### src/rtl/lstm_fwd_seq.sv
// Forward-pass sequencer for the LSTM stage: zero-fills the t=-1 H/C slot,
// then runs accumulate / drain / commit for every (timestep, cell) pair.
module lstm_fwd_seq #(
    parameter int ADDR_WIDTH = 12,
    parameter int TIMESTEP   = 7,
    parameter int NUM_CELL   = 8,
    parameter int NUM_INPUT  = 53,
    parameter int DELAY      = 3
) (
    input  logic                  clk,
    input  logic                  rst,
    input  logic                  start,
    input  logic                  abort,
    output logic                  busy,
    output logic                  done,
    output logic                  en_addr,
    output logic                  acc_clr,
    output logic                  acc_en,
    output logic                  src_sel,
    output logic                  wr_en,
    output logic                  wr_zero,
    output logic [ADDR_WIDTH-1:0] wr_addr,
    output logic [ADDR_WIDTH-1:0] t_idx,
    output logic [ADDR_WIDTH-1:0] cell_idx
);

    typedef enum logic [2:0] {
        IDLE,
        INIT,
        LOAD,
        MAC,
        DRAIN,
        WRITE,
        DONE
    } state_t;

    localparam logic [ADDR_WIDTH-1:0] ONE        = ADDR_WIDTH'(1);
    localparam logic [ADDR_WIDTH-1:0] NCELL      = ADDR_WIDTH'(NUM_CELL);
    localparam logic [ADDR_WIDTH-1:0] CELL_LAST  = ADDR_WIDTH'(NUM_CELL - 1);
    localparam logic [ADDR_WIDTH-1:0] T_LAST     = ADDR_WIDTH'(TIMESTEP - 1);
    localparam logic [ADDR_WIDTH-1:0] MAC_LAST   = ADDR_WIDTH'(NUM_INPUT + NUM_CELL - 1);
    localparam logic [ADDR_WIDTH-1:0] SRC_SPLIT  = ADDR_WIDTH'(NUM_INPUT);
    localparam logic [ADDR_WIDTH-1:0] DRAIN_LAST = ADDR_WIDTH'(DELAY - 1);

    state_t state, state_n;
    logic [ADDR_WIDTH-1:0] cnt, cnt_n;
    logic [ADDR_WIDTH-1:0] t_cnt, t_n;
    logic [ADDR_WIDTH-1:0] c_cnt, c_n;

    logic                  busy_d;
    logic                  done_d;
    logic                  en_addr_d;
    logic                  acc_clr_d;
    logic                  acc_en_d;
    logic                  src_sel_d;
    logic                  wr_en_d;
    logic                  wr_zero_d;
    logic [ADDR_WIDTH-1:0] wr_addr_d;

    // State, counters and the output flops; outputs are decoded from the
    // next state so every strobe lines up with the state it belongs to.
    always_ff @(posedge clk) begin
        if (rst) begin
            state   <= IDLE;
            cnt     <= '0;
            t_cnt   <= '0;
            c_cnt   <= '0;
            busy    <= 1'b0;
            done    <= 1'b0;
            en_addr <= 1'b0;
            acc_clr <= 1'b0;
            acc_en  <= 1'b0;
            src_sel <= 1'b0;
            wr_en   <= 1'b0;
            wr_zero <= 1'b0;
            wr_addr <= '0;
        end else begin
            state   <= state_n;
            cnt     <= cnt_n;
            t_cnt   <= t_n;
            c_cnt   <= c_n;
            busy    <= busy_d;
            done    <= done_d;
            en_addr <= en_addr_d;
            acc_clr <= acc_clr_d;
            acc_en  <= acc_en_d;
            src_sel <= src_sel_d;
            wr_en   <= wr_en_d;
            wr_zero <= wr_zero_d;
            wr_addr <= wr_addr_d;
        end
    end

    assign t_idx    = t_cnt;
    assign cell_idx = c_cnt;

    always_comb begin
        state_n = state;
        cnt_n   = cnt;
        t_n     = t_cnt;
        c_n     = c_cnt;
        if (state != IDLE && abort) begin
            state_n = IDLE;
            cnt_n   = '0;
            t_n     = '0;
            c_n     = '0;
        end else begin
            unique case (state)
                IDLE: begin
                    if (start && !abort) begin
                        state_n = INIT;
                        cnt_n   = '0;
                        t_n     = '0;
                        c_n     = '0;
                    end
                end
                INIT: begin
                    if (cnt == CELL_LAST) begin
                        state_n = LOAD;
                        cnt_n   = '0;
                        t_n     = '0;
                        c_n     = '0;
                    end else begin
                        cnt_n = cnt + ONE;
                    end
                end
                LOAD: begin
                    state_n = MAC;
                    cnt_n   = '0;
                end
                MAC: begin
                    if (cnt == MAC_LAST) begin
                        state_n = DRAIN;
                        cnt_n   = '0;
                    end else begin
                        cnt_n = cnt + ONE;
                    end
                end
                DRAIN: begin
                    if (cnt == DRAIN_LAST) begin
                        state_n = WRITE;
                        cnt_n   = '0;
                    end else begin
                        cnt_n = cnt + ONE;
                    end
                end
                WRITE: begin
                    cnt_n = '0;
                    if (c_cnt < CELL_LAST) begin
                        state_n = LOAD;
                        c_n     = c_cnt + ONE;
                    end else if (t_cnt < T_LAST) begin
                        state_n = LOAD;
                        c_n     = '0;
                        t_n     = t_cnt + ONE;
                    end else begin
                        state_n = DONE;
                    end
                end
                DONE: begin
                    state_n = IDLE;
                    cnt_n   = '0;
                    t_n     = '0;
                    c_n     = '0;
                end
                default: begin
                    state_n = IDLE;
                    cnt_n   = '0;
                    t_n     = '0;
                    c_n     = '0;
                end
            endcase
        end
    end

    // Slot 0 of H/C holds the t=-1 zeros, so timestep t lands in slot t+1.
    always_comb begin
        busy_d    = (state_n != IDLE);
        done_d    = (state_n == DONE);
        acc_clr_d = (state_n == LOAD);
        acc_en_d  = (state_n == MAC);
        en_addr_d = (state_n == MAC);
        src_sel_d = (state_n == MAC) && (cnt_n >= SRC_SPLIT);
        wr_en_d   = (state_n == INIT) || (state_n == WRITE);
        wr_zero_d = (state_n == INIT);
        wr_addr_d = '0;
        if (state_n == INIT) begin
            wr_addr_d = cnt_n;
        end else if (state_n == WRITE) begin
            wr_addr_d = NCELL * (t_n + ONE) + c_n;
        end
    end

endmodule

### config.mk
export PLATFORM = sky130hd
export DESIGN_NAME = lstm_fwd_seq
export DESIGN_NICKNAME = d
export VERILOG_FILES = /design/src/rtl/lstm_fwd_seq.sv
export SDC_FILE = /design/constraint.sdc
export NUM_CORES = 1
export LEC_CHECK = 0
export ABC_AREA = 0
export ABC_CLOCK_PERIOD_IN_PS = 5900
export CORE_ASPECT_RATIO = 0.5
export CORE_MARGIN = 2
export CORE_UTILIZATION = 55
export DETAILED_ROUTE_END_ITERATION = 6
export PLACE_DENSITY = 0.86
export SLEW_MARGIN = 20
export SYNTH_ARGS = -nofsm -noshare
export SYNTH_HDL_FRONTEND = slang
export SYNTH_SLANG_ARGS = --single-unit
### constraint.sdc
create_clock -name clk -period 5.9 [get_ports clk]
set_input_delay 1.475 -clock clk [delete_from_list [all_inputs] [get_ports clk]]
set_output_delay 1.475 -clock clk [all_outputs]
set_load 0.005 [all_outputs]
After elaboration in Yosys (flattened, before gate mapping)
Cells that the tools add are included.

storage, ports and cells
  flip-flop bits (word level) = 58
  input bits = 4

operators by class
  add/sub/neg operators = 5
  magnitude comparators = 3
  eq/ne operators = 13
  mux-type cells = 28
  reductions and logical operators = 9

operators by type and width
  kind                                                          count
  two-way mux 12 bit                                            17
  case mux 12 bit (4 select lines)                              3
  adder 12 x 1 -> 12 bit (second input constant)                3
  less-than comparator 12 x 3 -> 1 bit (second input constant)  2
  two-way mux 3 bit                                             7
  case mux 3 bit (6 select lines)                               1
  adder 12 bit                                                  1
  equality test 12 x 2 -> 1 bit (second input constant)         1
  equality test 12 x 3 -> 1 bit (second input constant)         1
  equality test 12 x 6 -> 1 bit (second input constant)         1
  equality test 3 x 2 -> 1 bit (second input constant)          4
  equality test 3 bit (second input constant)                   4
  >= comparator 12 x 6 -> 1 bit (second input constant)         1
  adder 9 x 1 -> 9 bit (second input constant)                  1
  equality test 3 x 1 -> 1 bit (second input constant)          2
  nonzero test 3 bit                                            2
  logical AND 1 bit                                             3
  logical NOT 3 bit                                             1
  OR reduction 3 bit                                            1
  logical NOT 1 bit                                             1
  logical OR 1 bit                                              1

Depth between registers and ports, before layout
  depth after elaboration = 9
  depth in mapped cells = 20
  mapped depth without buffers = 19

Least setup slack after synthesis
No wires, ideal clock.

  kind = input-to-reg
  from = input abort
  to = register wr_addr[11]
  library setup time = 62 ps
  data arrival time = 4,802 ps
  data required time = 5,838 ps
  setup slack = 1,036 ps
  stages = 17
  buffers on the path = 0
  cell sequence = or3b_1 > a21boi_1 > o21a_4 > o21ai_1 > a32oi_1 > nor2_1 > ha_1 > nand3_1 > xor2_1 > nor2_1 > ha_1 > or3_1 > o211ai_1 > nor3_1 > mux2_2 > or4_1 > nand3_1

on the way
  cells in the longest elaborated chain, start to end = 9
  elaborated cells between the ends (all ways) = 21

ends and longest elaborated chain
  what                              RTL line  RTL
  start: declaration                13        input logic abort,
  logical NOT 1 bit                 110       if (start && !abort) begin
  logical AND 1 bit                 110
  two-way mux 12 bit                110
  case mux 12 bit (4 select lines)  108       unique case (state)
  two-way mux 12 bit (*)            102       if (state != IDLE && abort) begin
  net t_n[1]                        47        logic [ADDR_WIDTH-1:0] t_cnt, t_n;
  adder 9 x 1 -> 9 bit (*)          190       wr_addr_d = NCELL * (t_n + ONE) + c_n;
  adder 12 bit (*)                  190
  two-way mux 12 bit (*)            189       end else if (state_n == WRITE) begin
  two-way mux 12 bit (*)            187       if (state_n == INIT) begin
  end signal: assignment            90        wr_addr <= wr_addr_d;
  end: declaration                  22        output logic [ADDR_WIDTH-1:0] wr_addr,

Mark *: on every way through the listed nets, which the timed path passes. The rest lies on a longest branch.
A chain may end at the register's enable or synchronous reset.

Worst setup path in the final report
  from = input start
  to = register wr_addr[11]

on the way
  cells in the longest elaborated chain, start to end = 8
  elaborated cells between the ends (all ways) = 19

ends and longest elaborated chain
  what                              RTL line  RTL
  start: declaration                12        input logic start,
  logical AND 1 bit                 110
  two-way mux 12 bit                110
  case mux 12 bit (4 select lines)  108
  two-way mux 12 bit                102
  net t_n[0]                        47
  adder 9 x 1 -> 9 bit              190
  adder 12 bit                      190
  two-way mux 12 bit                189
  two-way mux 12 bit                187

The timed path passes the listed nets, and every way through them passes these cells.

==> flow_summary_export.csv <==
group,metric,value,unit
outcome,status,"completed",
cts,clk_path_buf_depth,2,
detailed_routing,wl_per_cell,17.4,um
min_path,min_to,"t_idx[10]",
worst_setup_path,cp_max_fo,4,
timing,maxSlewViolCount,0,
cells_and_area,design.final.nets,459,
pwr,power,0.926,mW
grt,grt_max_degree,20,
worst_setup_path,path_class,"in2reg",
yosys,ys.flop_type,"dfxtp_1",
yosys,synth-edff-count,0,
worst_setup_path,crit_path_end_kind,"flop",
grt,grt_pass1_wl,15000,um
die,fp-row-count,19,
yosys,yosys-top-cells-area,"dfxtp_1 (35%), ha_1 (5.3%), and2_1 (4.9%)",
yosys,syn_area_per_cell,8.38,um^2
flow_run,drv_cap,0,
grt,track_usage,29.5,%
detailed_routing,via_per_inst,6.08,
pwr,peakVddDrop,0.214,mV
worst_setup_path,rrSetupSlack,1.31,ns
worst_setup_path,crit_buf_inv,2,
cells_and_area,nFillCells,439,
die,io_pins,48,
timing,skew,0.00539,ns
place,dp_hpwl,6720,um
yosys,synth_seq_area_share,35.2,%
detailed_routing,dr.pass1.iters,5,
yosys,synth-seq-cells,58,
worst_setup_path,slowest_stage,"or4_1",
cts,cts_resized,0,
cts,cts.clk_slew.worst_paths,0.05,ns
cts,cts_sinks,58,
timing,max_freq,188,MHz
grt,grt_pass1_vias,2934,
die,fp.dieW,114,um
die,die_h,58.8,um
cts,root_buffer,"clkbuf_16",
yosys,synth_area,3300,um^2
min_path,hold_start,"t_idx[10]",
yosys,async_reset_ff_share,0,%
cts,post_cts_buffers,0,
cts,cts_tree,"done",
detailed_routing,drc,0,
cells_and_area,drive_gt1_share,7.87,%
timing,maxSlewHeadroom,56.3,%
timing,rsz0062_at_grt,"no",
yosys,synth_top_cell_by_area,"dfxtp_1",
yosys,ys_types,68,
timing,min_period,5.31,ns
timing,final.period_utilization,90.0,%
worst_setup_path,critical_path_required,6.17,ns
die,dieArea,6680,um^2
cells_and_area,area_delta_synth_final,23.8,%
place,routabilityCongestion,0.916,
grt,antenna_found_initial,0,
yosys,synth_top_area_share,35.2,%
timing,finalSetupViolations,0,
worst_setup_path,crit_path_start_kind,"input pin",
worst_setup_path,rr_worst_depth,17,
worst_setup_path,cp_slowest_stage_delay,0.48,ns
cts,htreeDepth,3,
worst_setup_path,timing.rr.start,"cell_idx[0]",
die,core-area,5630,um^2
detailed_routing,drt-initial-drc-count,270,
die,initial_utilization,58.6,%
place,numPortBuffers,47,
cts,insertion_delay,0.33,ns
detailed_routing,drt_wl_total,9000,um
detailed_routing,vias,3149,
cts,hold_buffers,0,
timing,fin_tns_setup,0,ns
yosys,syn_nets,413,
worst_setup_path,path_cells,"clkdlybuf4s50_1 -> or3b_1 -> a21boi_1 -> o21ai_0 -> o21ai_0 -> a21o_1 -> inv_1 -> ha_1 -> nand3_1 -> xor2_1 -> nor2_1 -> ha_1 -> or3_1 -> o211ai_1 -> nor3_1 -> mux2_2 -> or4_1 -> nand3_1",
timing,hold_violations,0,
detailed_routing,ant_nets,0,
min_path,hp-class,"reg2reg",
pwr,power.density,227,nW/um^2
pwr,p_leak,1.67,nW
cts,cts_buffers,9,
timing,tightestPinTransition,0.655,ns
yosys,syn_inst,394,
grt,grt-ovfl-total,0,
worst_setup_path,cp_top_family,"simple AND/OR/NAND/NOR gates",
yosys,synth-warning-count,0,
worst_setup_path,r2r-end,"wr_addr[11]",
min_path,hold_depth,1,
worst_setup_path,critical_path_arrival,5.57,ns
cells_and_area,antennaDiodeCount,0,
## cell usage after synthesis (3+ instances only)
| library cell | instances |
|---|---|
| xnor2_1 | 7 |
| nor2_1 | 40 |
| clkbuf_1 | 8 |
| and4_1 | 3 |
| xor2_1 | 4 |
| a22oi_1 | 5 |
| ha_1 | 14 |
| nor3_1 | 10 |
| a21oi_1 | 16 |
| or3_1 | 6 |
| nand3_1 | 15 |
| a21o_1 | 3 |
| o22a_1 | 3 |
| nor4_1 | 4 |
| o211ai_1 | 4 |
| o21ai_0 | 12 |
| buf_2 | 6 |
| mux2i_1 | 3 |
| dfxtp_1 | 58 |
| o22ai_1 | 11 |
| nand2b_1 | 7 |
| and3_1 | 14 |
| and2_1 | 26 |
| inv_1 | 9 |
| nand4_1 | 6 |
| nor2b_1 | 6 |
| nand2_1 | 35 |
| and4b_1 | 3 |
| a211oi_1 | 4 |
## metal layers
metal | part of all wire [%] | GRT usage [%] | vias to the layer above | wire, um
li1 | - | - | 1529 | -
met1 | 46 | 40.1 | 1475 | 4160
met2 | 45 | 46.9 | 131 | 4050
met3 | 7.5 | 8.86 | 14 | 678
met4 | 1.2 | 6.79 | 0 | 111
met5 | 0 | 0 | - | 0
## final cells by class
cell class              count  area (um^2)  share of cell area (%)
clock buffers               9          225                    5.51
clock inverters             7         46.3                    1.13
inverters                  10         37.5                   0.919
multi-input cells         309         2020                    49.4
flip-flops and latches     58         1160                    28.4
well taps                  73         91.3                    2.24
repair buffers             52          508                    12.4
## layout by cell type (no fill, tap or decap), drive strengths merged, types with 6 or more instances in the layout
| cell | synthesis | final |
|---|---|---|
| nor3 | 12 | 12 |
| xnor2 | 7 | 7 |
| ha | 14 | 14 |
| nand4 | 6 | 6 |
| nand3 | 15 | 15 |
| and2 | 26 | 26 |
| clkdlybuf4s50 | 0 | 47 |
| nand2 | 36 | 36 |
| or3 | 6 | 6 |
| clkbuf | 8 | 9 |
| o22ai | 11 | 11 |
| a21oi | 16 | 16 |
| inv | 10 | 10 |
| nand2b | 7 | 7 |
| and3 | 14 | 14 |
| o21ai | 13 | 13 |
| nor2b | 6 | 6 |
| nor2 | 40 | 40 |
| dfxtp | 58 | 58 |
## power breakdown
| part | leakage, nW | switching [mW] | internal (mW) |
|---|---|---|---|
| registers | 0.468 | 0.00360 | 0.395 |
| clock network | 0.127 | 0.184 | 0.281 |
| logic | 1.07 | 0.0401 | 0.0214 |
## stage by stage
step,hold WS (ns),setup WS [ns],cells,area (um^2),util [%]
after floorplan,0.479,1.04,394,3300,-
after global placement,0.468,0.407,502,3810,67.7
after detailed placement,0.476,0.298,502,3810,67.7
after CTS,0.494,0.606,518,4090,72.5
after global routing,0.511,0.381,518,4090,72.5
final,0.490,0.593,518,4090,72.5
## worst max path at each step
stage                from          end  cells after the start
floorplan           abort  wr_addr[11]                     17
global placement    start  wr_addr[11]                     18
detailed placement  start  wr_addr[11]                     18
CTS                 start  wr_addr[11]                     18
global route        start  wr_addr[11]                     18
finish              start  wr_addr[11]                     18
## cell families after synthesis
kind of cell / share of synthesized area [%]
AO/OA/AOI/OAI: 18.4
multiplexers: 1.59
adder cells (fa/ha/maj): 5.91
XOR/XNOR: 2.92
buffers and inverters: 3.75
AND/OR/NAND/NOR: 32.2
flip-flops: 35.2
## registers in the layout, summed over array words and instances (netlist names)
signal,flops
acc_clr,1
acc_en,1
busy,1
cell_idx,12
cnt,12
done,1
src_sel,1
state,3
t_idx,12
wr_addr,12
wr_en,1
wr_zero,1
Note: power is estimated with default switching activity, not from simulation.
